--- src/rtl/msg_loader.sv ---
// ---------------------------------------------------------------------------
// msg_loader
//
// Upstream front end of the hash datapath. Accepts a message byte stream over
// a valid/ready handshake, writes it into the shared byte RAM starting at
// BASE_ADDR, then sequences the pad block and the sha256 core and reports
// completion with a one-cycle done pulse. Single-block messages only
// (at most MAX_LEN bytes, MAX_LEN <= 55).
//
// Optional feature macro: LOADER_WDOG_EN
//   Defined   : PAD and HASH are each guarded by a WDOG_CYCLES watchdog that
//               sets err_timeout and abandons the message back to LOAD.
//   Undefined : no watchdog, err_timeout is tied low, PAD/HASH wait forever.
//
// Ports:
//   clk, rst                      clock and synchronous active-high reset
//   in_valid, in_data, in_last    message byte stream in
//   in_ready                      loader accepts a byte this cycle
//   memAddr, memData, memWe       RAM write port
//   busOwn                        loader drives the shared addr/data bus
//   dataLen                       message length in bytes, to pad
//   padStart, padFinish           level start / done handshake with pad
//   shaStart, shaFinish           level start / done handshake with sha256
//   busy                          high in every state except LOAD
//   done                          one-cycle pulse on hash completion
//   err_overflow                  sticky, message truncated at MAX_LEN
//   err_timeout                   sticky, watchdog fired
// ---------------------------------------------------------------------------
module msg_loader #(
    parameter int ADDR_W      = 10,
    parameter int DATA_W      = 8,
    parameter int MAX_LEN     = 55,
    parameter int BASE_ADDR   = 0,
    parameter int WDOG_CYCLES = 4096
) (
    input  logic              clk,
    input  logic              rst,
    input  logic              in_valid,
    input  logic [DATA_W-1:0] in_data,
    input  logic              in_last,
    output logic              in_ready,
    output logic [ADDR_W-1:0] memAddr,
    output logic [DATA_W-1:0] memData,
    output logic              memWe,
    output logic              busOwn,
    output logic [7:0]        dataLen,
    output logic              padStart,
    input  logic              padFinish,
    output logic              shaStart,
    input  logic              shaFinish,
    output logic              busy,
    output logic              done,
    output logic              err_overflow,
    output logic              err_timeout
);

    localparam int CNT_W = $clog2(MAX_LEN + 1);

    // Reject configurations that cannot fit in one padded 512-bit block.
    generate
        if (MAX_LEN < 1 || MAX_LEN > 55) begin : gBadMaxLen
            $error("msg_loader: MAX_LEN must be in the range 1..55");
        end
        if (WDOG_CYCLES < 1) begin : gBadWdog
            $error("msg_loader: WDOG_CYCLES must be at least 1");
        end
    endgenerate

    typedef enum logic [1:0] {
        LOAD = 2'd0,
        PAD  = 2'd1,
        HASH = 2'd2,
        DONE = 2'd3
    } loaderState_t;

    loaderState_t     state;
    logic [CNT_W-1:0] count;
    logic             handshake;
    logic             finalByte;

    // A byte is taken only in LOAD while ready. The accepted byte closes the
    // message either because it carries in_last or because it fills the
    // last free slot.
    assign handshake = in_valid && in_ready && (state == LOAD);
    assign finalByte = in_last || (count == CNT_W'(MAX_LEN - 1));

`ifdef LOADER_WDOG_EN
    localparam int WD_W = $clog2(WDOG_CYCLES + 1);

    logic [WD_W-1:0] wdogCnt;
    logic            wdogExpired;

    // The counter reads WDOG_CYCLES-1 during the WDOG_CYCLES-th cycle spent
    // in a wait state, so the abort takes effect right after that cycle.
    assign wdogExpired = (wdogCnt == WD_W'(WDOG_CYCLES - 1));
`else
    assign err_timeout = 1'b0;
`endif

    // Main sequencer. All outputs are registered. The write strobe, bus
    // ownership and done pulse default low every cycle and are raised only
    // for the single cycle that needs them. Inside LOAD, in_ready low means
    // the final byte was taken last cycle and its write is on the bus now,
    // so the move to PAD happens after that write has completed.
    always_ff @(posedge clk) begin
        if (rst) begin
            state        <= LOAD;
            count        <= '0;
            in_ready     <= 1'b1;
            memAddr      <= ADDR_W'(BASE_ADDR);
            memData      <= '0;
            memWe        <= 1'b0;
            busOwn       <= 1'b0;
            dataLen      <= '0;
            padStart     <= 1'b0;
            shaStart     <= 1'b0;
            busy         <= 1'b0;
            done         <= 1'b0;
            err_overflow <= 1'b0;
`ifdef LOADER_WDOG_EN
            err_timeout  <= 1'b0;
            wdogCnt      <= '0;
`endif
        end else begin
            memWe  <= 1'b0;
            busOwn <= 1'b0;
            done   <= 1'b0;

            case (state)
                LOAD: begin
                    if (handshake) begin
                        memAddr <= ADDR_W'(BASE_ADDR) + ADDR_W'(count);
                        memData <= in_data;
                        memWe   <= 1'b1;
                        busOwn  <= 1'b1;
                        count   <= count + CNT_W'(1);
                        if (count == '0) begin
                            err_overflow <= 1'b0;
`ifdef LOADER_WDOG_EN
                            err_timeout  <= 1'b0;
`endif
                        end
                        if (finalByte) begin
                            in_ready <= 1'b0;
                            dataLen  <= 8'(count) + 8'd1;
                            if (!in_last) begin
                                err_overflow <= 1'b1;
                            end
                        end
                    end else if (!in_ready) begin
                        state    <= PAD;
                        padStart <= 1'b1;
                        busy     <= 1'b1;
`ifdef LOADER_WDOG_EN
                        wdogCnt  <= '0;
`endif
                    end
                end

                PAD: begin
                    if (padFinish) begin
                        state    <= HASH;
                        padStart <= 1'b0;
                        shaStart <= 1'b1;
`ifdef LOADER_WDOG_EN
                        wdogCnt  <= '0;
                    end else if (wdogExpired) begin
                        state       <= LOAD;
                        padStart    <= 1'b0;
                        err_timeout <= 1'b1;
                        in_ready    <= 1'b1;
                        busy        <= 1'b0;
                        count       <= '0;
                    end else begin
                        wdogCnt <= wdogCnt + WD_W'(1);
`endif
                    end
                end

                HASH: begin
                    if (shaFinish) begin
                        state    <= DONE;
                        shaStart <= 1'b0;
                        done     <= 1'b1;
                        count    <= '0;
`ifdef LOADER_WDOG_EN
                    end else if (wdogExpired) begin
                        state       <= LOAD;
                        shaStart    <= 1'b0;
                        err_timeout <= 1'b1;
                        in_ready    <= 1'b1;
                        busy        <= 1'b0;
                        count       <= '0;
                    end else begin
                        wdogCnt <= wdogCnt + WD_W'(1);
`endif
                    end
                end

                DONE: begin
                    state    <= LOAD;
                    in_ready <= 1'b1;
                    busy     <= 1'b0;
                    count    <= '0;
                end

                default: begin
                    state <= LOAD;
                end
            endcase
        end
    end

endmodule

--- config.mk ---
export PLATFORM = sky130hd
export DESIGN_NAME = msg_loader
export DESIGN_NICKNAME = d
export VERILOG_FILES = /design/src/rtl/msg_loader.sv
export SDC_FILE = /design/constraint.sdc
export NUM_CORES = 1
export LEC_CHECK = 0
export CAP_MARGIN = 15
export CORE_UTILIZATION = 47
export CTS_CLUSTER_DIAMETER = 40
export DETAILED_ROUTE_END_ITERATION = 8
export PLACE_DENSITY_LB_ADDON = 0.2
export SYNTH_ARGS = -nofsm -noshare
export SYNTH_HDL_FRONTEND = slang
export SYNTH_SLANG_ARGS = --single-unit
export TNS_END_PERCENT = 50
--- constraint.sdc ---
create_clock -name clk -period 2 [get_ports clk]
set_clock_uncertainty 0.1 [all_clocks]
set_input_delay 0.3 -clock clk [delete_from_list [all_inputs] [get_ports clk]]
set_output_delay 0.3 -clock clk [all_outputs]
set_load 0.005 [all_outputs]
==> results of run 1 <==
## sequential cells by signal, summed over array words and instances, names as in the netlist
name,cells
count,6
in_ready,1
memAddr,6
state,2
memData,8
dataLen,7
padStart,1
shaStart,1
err_overflow,1
busy,1
done,1
busOwn,1
## worst min path at each step
| stage | start | endpoint | slack (ns) | cells past startpoint |
|---|---|---|---|---|
| 6_report | memData[1] | memData[1] | 0.35 | 2 |
| 3_5_place_dp | memData[1] | memData[1] | 0.35 | 2 |
| 4_1_cts | memData[1] | memData[1] | 0.36 | 2 |
| 2_1_floorplan | shaFinish | done | 0.32 | 2 |
| 3_3_place_gp | memData[0] | memData[0] | 0.34 | 2 |
| 5_1_grt | memData[7] | memData[7] | 0.38 | 2 |
## power by group through the flow
| stage | clock network, uW | registers [uW] | logic [uW] |
|---|---|---|---|
| detailed placement | 0 | 990 | 1070 |
| CTS | 549 | 974 | 1080 |
| global route | 592 | 1000 | 1200 |
| global placement | 0 | 989 | 1050 |
| floorplan | 0 | 973 | 716 |
| finish | 530 | 974 | 1090 |
## metrics by stage
step	utilization, %	cell area, um2	hold slack (ns)	cells	setup slack (ns)
global placement	62.8	2160	0.343	282	0.0729
detailed placement	62.8	2160	0.347	282	0.0457
finish	65.6	2260	0.353	290	0.211
CTS	65.5	2250	0.357	290	0.126
global route	65.6	2260	0.383	290	0.0736
floorplan	-	1770	0.323	208	0.339
## cells in the final DEF (no fill, tap or decap), types with 5 or more instances in the layout
cell,synthesis,layout
clkdlybuf4s50_1,0,42
nand2_1,38,38
dfxtp_1,36,36
nor2_1,21,21
a21oi_1,21,21
ha_1,9,8
inv_1,6,6
conb_1,1,6
clkbuf_8,2,6
nand3_1,5,5
## tightest hold or removal path: cells and delay by family (launching register included)
kind            cells  cell delay [ns]
simple gates        1             0.05
flops               1             0.31
compound gates      1             0.05
## layout make-up
class	instances	area share [%]
multi-input cells	147	39.0
clock buffers	7	3.82
inverters	6	0.997
flip-flops and latches	36	31.9
clock inverters	1	0.332
well taps	46	2.55
repair buffers	47	21.4
## Yosys cell counts (all sizes together)
library cell and n:
a2111oi 1, a211oi 6, a21oi 21, a221o 1
a22oi 2, and2 2, and3 2, and4b 2
buf 13, clkbuf 6, conb 1, dfxtp 36
ha 9, inv 6, mux2i 4, nand2 39
nand2b 3, nand3 5, nand3b 1, nand4 1
nand4b 1, nor2 25, nor2b 2, nor3 3
nor4 1, nor4b 1, o21ai 5, o21bai 2
o22ai 1, xor2 1
## per-layer routing
| layer | share of wire (%) | vias to the layer above |
|---|---|---|
| li1 | - | 747 |
| met1 | 47 | 670 |
| met2 | 47 | 38 |
| met3 | 4.9 | 2 |
| met4 | 0.78 | 0 |
| met5 | 0 | - |
## logic make-up (layout without fill, tap and decap cells)
kind of cell | Yosys count | in the layout | share of synthesized area [%]
other | 1 | 6 | 0.214
flip-flops | 36 | 36 | 41.1
buffers and inverters | 25 | 61 | 9.99
XOR/XNOR | 1 | 1 | 0.499
multiplexers | 4 | 4 | 2.28
AND/OR/NAND/NOR | 88 | 88 | 23.8
adder cells (fa/ha/maj) | 9 | 9 | 6.42
AO/OA/AOI/OAI | 39 | 39 | 15.7
## repair_timing
item,4_1_cts,5_1_grt
gates resized for setup,0,2
endpoints found under the setup margin,0,10
hold buffers,0,0
endpoints found under the hold margin,0,0
==> impl_metrics.json, run 1 <==
{
  "r2r_slack_ns": 0.21,
  "synth_area_leaders": "dfxtp_1 41%, nand2_1 8.1%, ha_1 6.4%",
  "yosysUniqueCellTypes": 38,
  "worstPathMaxFanout": 11,
  "power.static_leakage_uw": 0.000866,
  "routabilityCongestion": 0.722,
  "clkTransAtPathRegs_ns": 0.07,
  "clock-sinks": 36,
  "p_sw_share_pct": 34.9,
  "ys_warn_count": 0,
  "grt_pass1_vias": 1325,
  "grtUsageMet3_pct": 4.71,
  "hp-class": "flip-flop to flip-flop",
  "syn_area_per_cell_um2": 8.64,
  "final_nets": 266,
  "worstPathArrival_ns": 1.87,
  "yosysSeqAreaShare_pct": 41.1,
  "irDropWorstVdd_mv": 0.630,
  "rsz0062_at_grt": "false",
  "worstPathRequired_ns": 2.08,
  "p_int_uw": 1680,
  "power_density_nw_per_um2": 1150,
  "overflow": 0,
  "die_h_um": 63.1,
  "tns_ns": 0,
  "maxCapViolations": 0,
  "synth_cells": 203,
  "multi_input_area_um2": 881,
  "worstSetupPathType": "flip-flop to flip-flop",
  "p_seq_share_pct": 37.6,
  "initial_core_util_pct": 51.0,
  "reg2reg_depth": 7,
  "drt-initial-drc-count": 28,
  "io_pins": 49,
  "die_area_um2": 3980,
  "met2_usage_pct": 30.6,
  "total_power_uw": 2590,
  "cts_tree": "yes",
  "rows": 21,
  "cp_top_family": "flip-flops",
  "synth_top_area_share_pct": 41.1,
  "cts_htree_levels": 2,
  "slowest_stage": "dfxtp_1",
  "finalSetupViolCount": 0,
  "clock_latency_ns": 0.28,
  "die_w_um": 63.1,
  "slew_violations": 0,
  "antenna_found_initial": 0,
  "power_frac_comb_pct": 41.9,
  "grt_max_degree": 38,
  "hold_viol": 0,
  "clk_path_buf_depth": 2,
  "fmax_mhz": 559,
  "grt_most_used_layer": "met2",
  "seq_area_um2": 721,
  "critPathCaptureType": "flip-flop",
  "status": "complete, no violations",
  "cts-root-buf": "clkbuf_8",
  "synth_largest_area_cell": "dfxtp_1",
  "dp_hpwl_um": 2350,
  "cts_buffers": 5,
  "crit_path_cell_trace": "inv_1 > ha_2 > nand4b_1 > o22ai_2 > buf_12 > mux2i_1 > nor2_1",
  "via_per_inst": 5.02,
  "fin_crit_ns": 1.79,
  "antenna_left": 0,
  "path_depth": 7,
  "drive_above_1_share_pct": 11.1,
  "synth.ff_latch_count": 36,
  "core_area_um2": 3440,
  "track_usage_pct": 18.6,
  "routed-via-count": 1457,
  "r2r-end": "dataLen[0]",
  "io_buffers": 42,
  "wl_per_cell_um": 11.9,
  "critPathBufInv": 2,
  "critPathMaxStageDelay_ns": 0.34,
  "crit_path_end": "dataLen[0]",
  "grt_pass1_wl_um": 5760,
  "first_pass_iters": 4,
  "clockPowerShare_pct": 20.5,
  "startpoint": "state[0]",
  "regToRegStartpoint": "state[0]",
  "n_antenna_cell": 0,
  "drt_wl_total_um": 3450,
  "critPathLaunchType": "flip-flop",
  "finalCritPeriodShare_pct": 89.5,
  "p_sw_uw": 905,
  "synth_area_um2": 1750,
  "post-route-drc-count": 0,
  "area_growth_pct": 28.7,
  "grt_util_met1_pct": 21.8,
  "fillCellCount": 307,
  "cts_setup_buffers": 0
}
(Power assumes the default switching activity.)
==> run 2, diff against run 1 <==
--- a/config.mk
+++ b/config.mk
@@ -6,7 +6,9 @@
 export NUM_CORES = 1
 export LEC_CHECK = 0
 export CAP_MARGIN = 15
-export CORE_UTILIZATION = 47
+export CELL_PAD_IN_SITES_DETAIL_PLACEMENT = 0
+export CELL_PAD_IN_SITES_GLOBAL_PLACEMENT = 1
+export CORE_UTILIZATION = 37
 export CTS_CLUSTER_DIAMETER = 40
 export DETAILED_ROUTE_END_ITERATION = 8
 export PLACE_DENSITY_LB_ADDON = 0.2
==> constraint.sdc (replaced) <==
create_clock -name clk -period 2.1 [get_ports clk]
set_clock_uncertainty 0.1 [all_clocks]
set_input_delay 0.315 -clock clk [delete_from_list [all_inputs] [get_ports clk]]
set_output_delay 0.315 -clock clk [all_outputs]
set_load 0.005 [all_outputs]
==> impl_metrics.json, run 2 (synthesis results as in run 1) <==
{
  "die_h_um": 70.9,
  "r2r_slack_ns": 0.21,
  "r2r-end": "dataLen[6]",
  "drt_wl_total_um": 3710,
  "layout_commonest_cell": "clkdlybuf4s50_1",
  "dp_hpwl_um": 2520,
  "regToRegStartpoint": "state[0]",
  "failed_checks": "DRC",
  "track_usage_pct": 16.0,
  "tns_ns": 0,
  "total_power_uw": 2430,
  "critPathMaxStageDelay_ns": 0.42,
  "critPathBufInv": 2,
  "largest_reg_flops": 8,
  "io_buffers": 42,
  "grt_pass1_vias": 1325,
  "first_pass_iters": 8,
  "finalSetupViolCount": 0,
  "io_pins": 49,
  "clock_latency_ns": 0.28,
  "antenna_found_initial": 0,
  "grt_max_degree": 38,
  "rows": 24,
  "worstPathRequired_ns": 2.18,
  "finalCritPeriodShare_pct": 90.1,
  "clk_path_buf_depth": 2,
  "drive_above_1_share_pct": 9.84,
  "hp-class": "flip-flop to flip-flop",
  "antenna_left": 0,
  "overflow": 0,
  "cts-resized-gates": 0,
  "clkTransAtPathRegs_ns": 0.07,
  "crit_path_cell_trace": "inv_1 > ha_1 > nand4b_1 > o22ai_2 > buf_12 > mux2i_1 > nor2_1",
  "fin_crit_ns": 1.89,
  "critPathCaptureType": "flip-flop",
  "post-route-drc-count": 4,
  "cts_htree_levels": 2,
  "irDropWorstVdd_mv": 0.640,
  "rsz0062_at_grt": "false",
  "hold_viol": 0,
  "drt-initial-drc-count": 74,
  "hold_path_end": "memData[6]",
  "final_nets": 266,
  "clock-sinks": 36,
  "area_growth_pct": 28.7,
  "n_antenna_cell": 0,
  "reg2reg_depth": 7,
  "cts-root-buf": "clkbuf_8",
  "cp_top_family": "adder cells",
  "min-delay-start": "memData[6]",
  "power.static_leakage_uw": 0.000870,
  "slew_violations": 0,
  "status": "finished, violations left",
  "wl_per_cell_um": 12.5,
  "via_per_inst": 4.81,
  "die_w_um": 70.9,
  "hold_depth": 2,
  "routed-via-count": 1425,
  "worstPathArrival_ns": 1.97,
  "path_depth": 7,
  "core_area_um2": 4440,
  "slowest_stage": "ha_1",
  "grt_pass1_wl_um": 6230,
  "worstPathMaxFanout": 11,
  "reg.largest.list": "memData x8, dataLen x7",
  "layout_common_cells": "42 x clkdlybuf4s50_1, 38 x nand2_1, 36 x dfxtp_1",
  "critPathLaunchType": "flip-flop",
  "worstSetupPathType": "flip-flop to flip-flop",
  "maxCapViolations": 0,
  "cts_setup_buffers": 0,
  "cts_buffers": 5,
  "fmax_mhz": 528,
  "routabilityCongestion": 0.748,
  "die_area_um2": 5020,
  "cts_hold_buffers": 0,
  "largest-register": "memData",
  "initial_core_util_pct": 39.5,
  "power_density_nw_per_um2": 1080,
  "final_cells": 296,
  "cts_tree": "yes",
  "place_inst": 288
}
[run 2: worst max-delay path by stage]
stage,startpoint,slack (ns),endpoint
3_5_place_dp,in_valid,0.09,count[3]
2_1_floorplan,state[0],0.44,dataLen[0]
3_3_place_gp,in_valid,0.14,count[3]
6_report,state[0],0.21,dataLen[6]
5_1_grt,state[0],0.05,dataLen[6]
4_1_cts,state[0],0.19,dataLen[6]
[run 2: power breakdown]
part | switching [uW] | total (uW) | internal [uW]
combinational | 504 | 1000 | 500
sequential | 108 | 925 | 817
clock | 233 | 500 | 267
[run 2: worst register-to-register path: stages, from the launching register on]
cell and delay [ns]:
dfxtp_1 0.34, inv_1 0.13, ha_1 0.42, nand4b_1 0.17
o22ai_2 0.22, buf_12 0.17, mux2i_1 0.19, nor2_1 0.05
[run 2: cell type report]
class	instances	area (um2)
multi-input cells	147	877
flip-flops and latches	36	721
inverters	6	22.5
clock buffers	8	90.1
fillers	461	2190
well taps	52	65.1
repair buffers	47	483
[run 2: layer usage]
layer  wire length, um  share of wire [%]  track usage, %  up-vias
met5                 0                  0               0        -
met4                63                1.7            6.67        0
met3               142                3.8            4.56        6
met2              1680                 45            26.2       26
met1              1820                 49            19.8      650
li1                  -                  -               -      743
[run 2: per-stage QoR]
stage / hold WS, ns / instance area, um2 / util, % / worst slack, ns
floorplan: 0.338 / 1770 / - / 0.439
detailed placement: 0.346 / 2170 / 48.8 / 0.0870
global route: 0.370 / 2260 / 50.8 / 0.0479
global placement: 0.341 / 2170 / 48.8 / 0.138
CTS: 0.355 / 2260 / 50.8 / 0.192
finish: 0.353 / 2260 / 50.8 / 0.208
